`src/rtl/nibble_cpu_core.sv`:
```
// nibble_cpu_core: 8-bit-instruction CPU with an 8 x DATA_W register file (r7 = PC),
// 16-word program RAM, RUN/HALT stepping and a row-scanned LED matrix output.
module nibble_cpu_core #(
    parameter int DATA_W   = 4,
    parameter int STEP_DIV = 8388608,
    parameter int SCAN_DIV = 8192
) (
    input  logic              clk,
    input  logic              rst,
    input  logic [DATA_W-1:0] btn,
    input  logic              run,
    input  logic              step,
    input  logic              prog_we,
    input  logic [3:0]        prog_addr,
    input  logic [7:0]        prog_data,
    output logic [DATA_W-1:0] col,
    output logic [7:0]        row,
    output logic              c_flag,
    output logic              halted
);

    localparam int STEP_W = (STEP_DIV > 1) ? $clog2(STEP_DIV) : 1;
    localparam int SCAN_W = (SCAN_DIV > 1) ? $clog2(SCAN_DIV) : 1;
    localparam logic [STEP_W-1:0] STEP_LAST = STEP_W'(STEP_DIV - 1);
    localparam logic [SCAN_W-1:0] SCAN_LAST = SCAN_W'(SCAN_DIV - 1);

    typedef enum logic {ST_HALT, ST_RUN} state_t;

    state_t            state, state_nxt;
    logic [DATA_W-1:0] regs     [8];
    logic [DATA_W-1:0] regs_nxt [8];
    logic [7:0]        prog_ram [16];
    logic [STEP_W-1:0] step_cnt;
    logic [SCAN_W-1:0] scan_cnt;
    logic [2:0]        scan_idx;

    logic              tick;
    logic              ram_we;
    logic              c_nxt;
    logic              hlt_exec;
    logic [7:0]        ins;
    logic [3:0]        pc;
    logic [3:0]        pc_inc;
    logic [2:0]        sel_s, sel_d, dest;
    logic [DATA_W-1:0] src, acc, res, imm;
    logic [DATA_W:0]   sum;
    logic              wr, jump;

    assign pc     = regs[7][3:0];
    assign pc_inc = pc + 4'd1;
    assign ram_we = prog_we && (state == ST_HALT);
    assign halted = (state == ST_HALT);

    // A write landing on the PC's address in the same clk as a step is
    // forwarded, so the step executes the freshly written word.
    assign ins = (ram_we && (prog_addr == pc)) ? prog_data : prog_ram[pc];

    assign tick = (state == ST_RUN) ? (step_cnt == STEP_LAST) : (step && !run);

    // NOTE: program RAM has no reset branch so it maps onto plain memory and
    // survives rst; only the addressed word is ever written.
    always_ff @(posedge clk) begin
        if (!rst && ram_we) begin
            prog_ram[prog_addr] <= prog_data;
        end
    end

    // NOTE: every signal driven here gets a default first, so no path leaves
    // a value held and no latch is inferred.
    always_comb begin
        for (int i = 0; i < 8; i++) begin
            regs_nxt[i] = regs[i];
        end
        regs_nxt[5] = btn;
        c_nxt    = c_flag;
        hlt_exec = 1'b0;
        wr       = 1'b0;
        jump     = 1'b0;
        sel_s    = ins[2:0];
        sel_d    = ins[5:3];
        dest     = 3'd0;
        src      = regs_nxt[sel_s];
        acc      = regs_nxt[0];
        imm      = DATA_W'(ins[3:0]);
        sum      = {1'b0, acc} + {1'b0, src};
        res      = '0;

        casez (ins)
            8'b00??????: begin dest = sel_d; res = src;       wr = 1'b1; end
            8'b01000???: begin
                res   = sum[DATA_W-1:0];
                wr    = 1'b1;
                c_nxt = c_flag | sum[DATA_W];
            end
            8'b01001???: begin res = acc | src; wr = 1'b1; end
            8'b01010???: begin res = acc & src; wr = 1'b1; end
            8'b01011???: begin res = acc ^ src; wr = 1'b1; end
            8'b01100???: begin
                dest  = sel_s;
                res   = src + 1'b1;
                wr    = 1'b1;
                c_nxt = c_flag | (&src);
            end
            8'b01101???: begin dest = sel_s; res = ~src; wr = 1'b1; end
            8'b01110???: begin dest = sel_s; res = {src[0], src[DATA_W-1:1]}; wr = 1'b1; end
            8'b01111???: begin dest = sel_s; res = {src[DATA_W-2:0], src[DATA_W-1]}; wr = 1'b1; end
            8'b1000????: begin jump = !c_flag; c_nxt = 1'b0; end
            8'b1001????: jump = 1'b1;
            8'b1010????: begin res = imm; wr = 1'b1; end
            8'b1011????: hlt_exec = 1'b1;
            default:     ;
        endcase

        if (wr) begin
            regs_nxt[dest] = res;
        end
        // A write to r7 is the new PC; otherwise PC jumps or steps mod 16.
        if (jump) begin
            regs_nxt[7] = DATA_W'(ins[3:0]);
        end else if (!(wr && dest == 3'd7)) begin
            regs_nxt[7] = DATA_W'(pc_inc);
        end
    end

    always_comb begin
        state_nxt = state;
        case (state)
            ST_HALT: if (run) state_nxt = ST_RUN;
            ST_RUN:  if (tick && (!run || hlt_exec)) state_nxt = ST_HALT;
            default: state_nxt = ST_HALT;
        endcase
    end

    // NOTE: sequential state uses non-blocking assignments so all registers
    // update together from pre-edge values.
    always_ff @(posedge clk) begin
        if (rst) begin
            state <= ST_HALT;
        end else begin
            state <= state_nxt;
        end
    end

    // Held at zero outside RUN so entering RUN restarts the step period.
    always_ff @(posedge clk) begin
        if (rst || state != ST_RUN) begin
            step_cnt <= '0;
        end else if (step_cnt == STEP_LAST) begin
            step_cnt <= '0;
        end else begin
            step_cnt <= step_cnt + 1'b1;
        end
    end

    always_ff @(posedge clk) begin
        if (rst) begin
            for (int i = 0; i < 8; i++) begin
                regs[i] <= '0;
            end
            c_flag <= 1'b0;
        end else if (tick) begin
            for (int i = 0; i < 8; i++) begin
                regs[i] <= regs_nxt[i];
            end
            c_flag <= c_nxt;
        end
    end

    // row and col are registered from the same index so they change together.
    always_ff @(posedge clk) begin
        if (rst) begin
            scan_cnt <= '0;
            scan_idx <= 3'd0;
            col      <= '0;
            row      <= 8'hFE;
        end else begin
            if (scan_cnt == SCAN_LAST) begin
                scan_cnt <= '0;
                scan_idx <= scan_idx + 3'd1;
            end else begin
                scan_cnt <= scan_cnt + 1'b1;
            end
            col <= regs[scan_idx];
            row <= ~(8'd1 << scan_idx);
        end
    end

endmodule

```
`config.mk`:
```
export PLATFORM = sky130hd
export DESIGN_NAME = nibble_cpu_core
export DESIGN_NICKNAME = d
export VERILOG_FILES = /design/src/rtl/nibble_cpu_core.sv
export SDC_FILE = /design/constraint.sdc
export NUM_CORES = 1
export LEC_CHECK = 0
export CORE_ASPECT_RATIO = 0.8
export CORE_MARGIN = 2
export CORE_UTILIZATION = 40
export CTS_CLUSTER_SIZE = 12
export DETAILED_ROUTE_END_ITERATION = 10
export GPL_ROUTABILITY_DRIVEN = 0
export SLEW_MARGIN = 5
export SYNTH_ARGS = -nofsm -noshare
export SYNTH_HDL_FRONTEND = slang
export SYNTH_SLANG_ARGS = --single-unit
export TNS_END_PERCENT = 100
```
`constraint.sdc`:
```
create_clock -name clk -period 4.7 [get_ports clk]
set_clock_uncertainty 0.1 [all_clocks]
set_input_delay 0.47 -clock clk [delete_from_list [all_inputs] [get_ports clk]]
set_output_delay 0.47 -clock clk [all_outputs]
set_load 0.03 [all_outputs]
```
* Yosys cells after proc, flatten, opt, wreduce, memory -nomap -nowiden
Memories as Yosys holds them, arrays and structs flattened. A register that Yosys moved wholly into a read port is not among the register bits.
Cells that the tools add are included.
** Word-level totals
- Flip-flop bits (word level) :: 49
- RAM bits :: 160
- Logic and storage cells :: 107
- Latch bits :: 0
- Output and inout bits :: 14
- Memories :: 2
- Input port bits :: 21
- Memory bits (read-only) :: 0
** Operators by class
- Multiply operators :: 0
- Muxes and demuxes :: 35
- Reductions and logical operators :: 20
- Bitwise gates (word level) :: 18
- Shifts and indexed selects :: 1
- $add $sub $neg :: 6
- Div/mod/pow operators :: 0
- Magnitude comparators :: 3
- Equal/unequal tests :: 16
** Memory list
- prog_ram :: depth 16, bits a word 8, rd ports 1, clocked after Yosys merged registers in 0, write ports 1, RTL line 32 : logic [7:0] prog_ram [16];
- regs :: depth 8, bits a word 4, rd ports 8, clocked after Yosys merged registers in 1, write ports 8, RTL line 30 : logic [DATA_W-1:0] regs [8];
** Operators with widths (count)
- 2-to-1 mux 4 bit :: 13
- equality test 5 x 4 -> 1 bit (second input constant) :: 8
- case mux 4 bit (10 select lines) :: 1
- bitwise mux 32 bit :: 1
- 2-to-1 mux 32 bit :: 1
- adder 23 x 1 -> 23 bit (second input constant) :: 1
- equality test 23 bit (second input constant) :: 1
- equality test 4 bit (second input constant) :: 4
- adder 13 x 1 -> 13 bit (second input constant) :: 1
- equality test 13 bit (second input constant) :: 1
- binary-select mux 4 bit (select 3 bit) :: 1
- demux 4 bit (select 3 bit) :: 1
- 2-to-1 mux 1 bit :: 12
- OR 1 bit :: 10
- OR reduction 10 bit :: 1
- adder 4 x 1 -> 4 bit (second input constant) :: 2
- >= comparator 4 bit (second input constant) :: 2
- 2-to-1 mux 8 bit :: 1
- NOT 3 -> 4 bit :: 2
- NOT 8 bit :: 1
- left shift 1 x 3 -> 8 bit (first input constant) :: 1
- logical AND 1 bit :: 7
- case mux 3 bit (2 select lines) :: 1
- adder 4 x 4 -> 5 bit :: 1
- other kinds (19) :: 24

* Depth between registers and ports, before layout
- Depth in word-level cells :: 17
- Gate-level depth with buffers :: 21
- Gate-level depth less buffers :: 16

* Least setup slack after synthesis
Ideal clock, no wire load.
- Path type :: in2reg
- Start :: input port prog_addr[3]
- End :: memory regs[7][1] (data pin)
- Buffers on the path :: 4
- Data arrival time :: 4.063 ns
- Library setup time :: 0.266 ns
- Setup slack :: 0.271 ns
- Cell stages on the path :: 19
- Required time :: 4.334 ns
- Cells stage by stage :: clkbuf_1 > xor2_1 > nor3_2 > clkbuf_1 > nand3_1 > o21ai_0 > buf_2 > o2111ai_1 > nand4_1 > inv_1 > ha_1 > fa_1 > mux2i_1 > nor3_1 > a221o_1 > or3_1 > buf_2 > a211oi_2 > nor2_1
** RTL lines
- start, declared :: RTL line 14 : input logic [3:0] prog_addr,
- end, declared :: RTL line 30

==> flow_metrics.tcl <==
set metrics [dict create \
    run_status "finished clean" \
    cts_sinks 213 \
    syn_nets 842 \
    core_um2 25200 \
    yosysSeqAreaShare_pct 57.1 \
    clk_path_buf_depth 3 \
    required_ns 4.84 \
    cp-end-kind "flop" \
    clkTransAtPathRegs_ns 0.06 \
    cts_tree "built" \
    setup_slack_ns 0.212 \
    hold_path_class "reg -> reg" \
    start_util_pct 40.7 \
    cts_hold_buf 0 \
    maxSlewViolCount 0 \
    row_count 52 \
    yosys.cell_types.count 72 \
    async_flop_share_pct 0 \
    antenna_found_initial 0 \
    synthCells 804 \
    critPathLaunchType "flop" \
    cap_violations 0 \
    syn_avg_cell_area_um2 12.8 \
    grt_pass1_wl_um 39400 \
    grt_pass1_vias 6646 \
    dieArea_um2 27000 \
    io_pins 35 \
    slowest_delay_ns 0.50 \
    fin_nets 924 \
    worst_skew_pair.late_latency_ns 0.52 \
    ant_nets 0 \
    cts_buffers 23 \
    slew_headroom_pct 31.4 \
    fin_tns_setup_ns 0 \
    n_antenna_cell 0 \
    grt_usage_pct 19.1 \
    crit_type "reg -> reg" \
    cts.htree.levels 1 \
    synth_area_um2 10300 \
    ys_ff_latch 213 \
    worstPathArrival_ns 4.63 \
    cts_root_buf "clkbuf_16" \
    place_hpwl_um 17600 \
    worst_path_max_delay_cell "mux4_2" \
    final_cell_mix "edfxtp_1, nor2_1, buf_4, dfxtp_1, mux4_2" \
    power_w 0.00643 \
    fmax_mhz 223 \
    ys.flop_type "edfxtp_1" \
    leakage_nw 4.13 \
    viasPerCell 5.58 \
    dieHeight_um 147 \
    vias 6839 \
    yosysWarnings 0 \
    setup_viol 0 \
    wl_per_cell_um 20.8 \
    overflow 0 \
    syn2layout_area_growth_pct 18.6 \
    period_minus_slack_ns 4.49 \
    drt-initial-drc-count 688 \
    holdWs_ns 0.368 \
    drc 0 \
    critical_path.cell_chain "buf_12, buf_12, mux4_2, mux2i_2, mux2i_2, mux2_4, buf_4, a211oi_1, a211o_1, inv_1, ha_1, nand3b_1, o21ai_0, a22o_1, a2111oi_4, buf_4, and4_1, nor3_2" \
    post-place-ws_ns -0.0284 \
    firstDrtPassIters 5 \
    grt_max_degree 38 \
    ir_drop_v 0.000282 \
    power.density_nw_per_um2 528 \
    synth_edf_count 160 \
    drive_above_1_share_pct 20.3 \
    dieWidth_um 183 \
    routed_wirelength_um 25500 \
    final_common_cell "edfxtp_1" \
    worst_pin_slew_ns 1.03 \
    hold_viol_final 0 \
    cp_max_fo 10 \
    portBuffers 34 \
    fin_crit_sh_pct 95.5 \
]
metal layers:
layer	up-vias	global-route usage [%]	share of wire (%)
met3	31	4.02	6.4
met2	206	29.0	46
met4	0	4.52	1.9
li1	3204	-	-
met1	3398	28.1	46
met5	-	0	0
repair_timing:
action,in CTS,in global routing
gates resized for setup,0,23
endpoints found under the setup margin,0,32
buffers inserted,0,6
power by group:
part	switching [W]	internal (W)
clock	0.000717	0.000977
combinational	0.00145	0.00113
sequential	0.0000615	0.00209
cell usage after synthesis (4+ instances only):
cell | number | area share (%)
o2111ai_1 | 8 | 0.68
nand4_1 | 6 | 0.37
xor2_1 | 23 | 2.0
nand3_1 | 31 | 1.5
nand2_1 | 39 | 1.4
mux2_2 | 7 | 0.77
a31oi_1 | 5 | 0.30
mux2i_1 | 29 | 2.8
inv_1 | 24 | 0.88
or3_1 | 7 | 0.43
buf_2 | 13 | 0.63
mux4_2 | 43 | 9.4
o211ai_1 | 15 | 1.1
clkbuf_1 | 24 | 0.88
xnor2_1 | 17 | 1.4
and2_1 | 4 | 0.24
a311oi_1 | 5 | 0.43
a211oi_1 | 10 | 0.73
o21ai_0 | 12 | 0.58
a21oi_1 | 18 | 0.88
a21o_1 | 4 | 0.29
ha_1 | 16 | 1.9
dfxtp_1 | 53 | 10
o31ai_1 | 4 | 0.29
nor3_1 | 21 | 1.0
nand2b_1 | 15 | 0.91
and4_1 | 4 | 0.34
or2_2 | 4 | 0.24
nand3b_1 | 5 | 0.37
edfxtp_1 | 160 | 47
and3_1 | 9 | 0.55
nor2_1 | 109 | 4.0
flip-flops by register name, indices dropped and copies added (netlist names):
signal    flops
col           4
c_flag        1
prog_ram    128
scan_idx      3
row           8
scan_cnt     13
step_cnt     23
state         1
regs         32
cell families after synthesis:
family	count (synthesis)	share of synthesized area, %
simple gates	267	12.5
flops	213	57.1
compound gates	114	8.24
mux	82	13.5
buf+inv	71	3.12
xor+xnor	40	3.41
fa+ha+maj	17	2.14
area by class of cell:
class,count,area [um^2]
inverters,27,101
clock inverters,9,78.8
fillers,2199,13100
clock buffers,32,619
repair buffers,101,910
multi-input cells,520,4200
flip-flops and latches,213,5870
well taps,324,405
per-stage QoR:
stage	std cells	util (%)	area [um^2]
2_1_floorplan	804	-	10300
3_3_place_gp	1179	44.8	11300
3_5_place_dp	1179	44.8	11300
4_1_cts	1220	47.6	12000
5_1_grt	1226	48.2	12200
6_report	1226	48.2	12200
final timing paths:
path                            slack, ns        start  depth (start not counted)     endpoint
worst max-delay path                 0.21   regs[7][0]                         18   regs[7][2]
worst min-delay path                 0.37  scan_cnt[0]                          1  scan_cnt[0]
worst max register to register       0.21   regs[7][0]                         18   regs[7][2]
worst min register to register       0.37  scan_cnt[0]                          1  scan_cnt[0]
worst max-delay path, delay by kind of cell (launching register included):
family / cells / cell delay (ns)
mux: 4 / 1.21
buf+inv: 5 / 0.70
compound gates: 5 / 1.05
fa+ha+maj: 1 / 0.33
simple gates: 3 / 0.42
flops: 1 / 0.39
No activity file was read; power rests on OpenSTA's default activity.
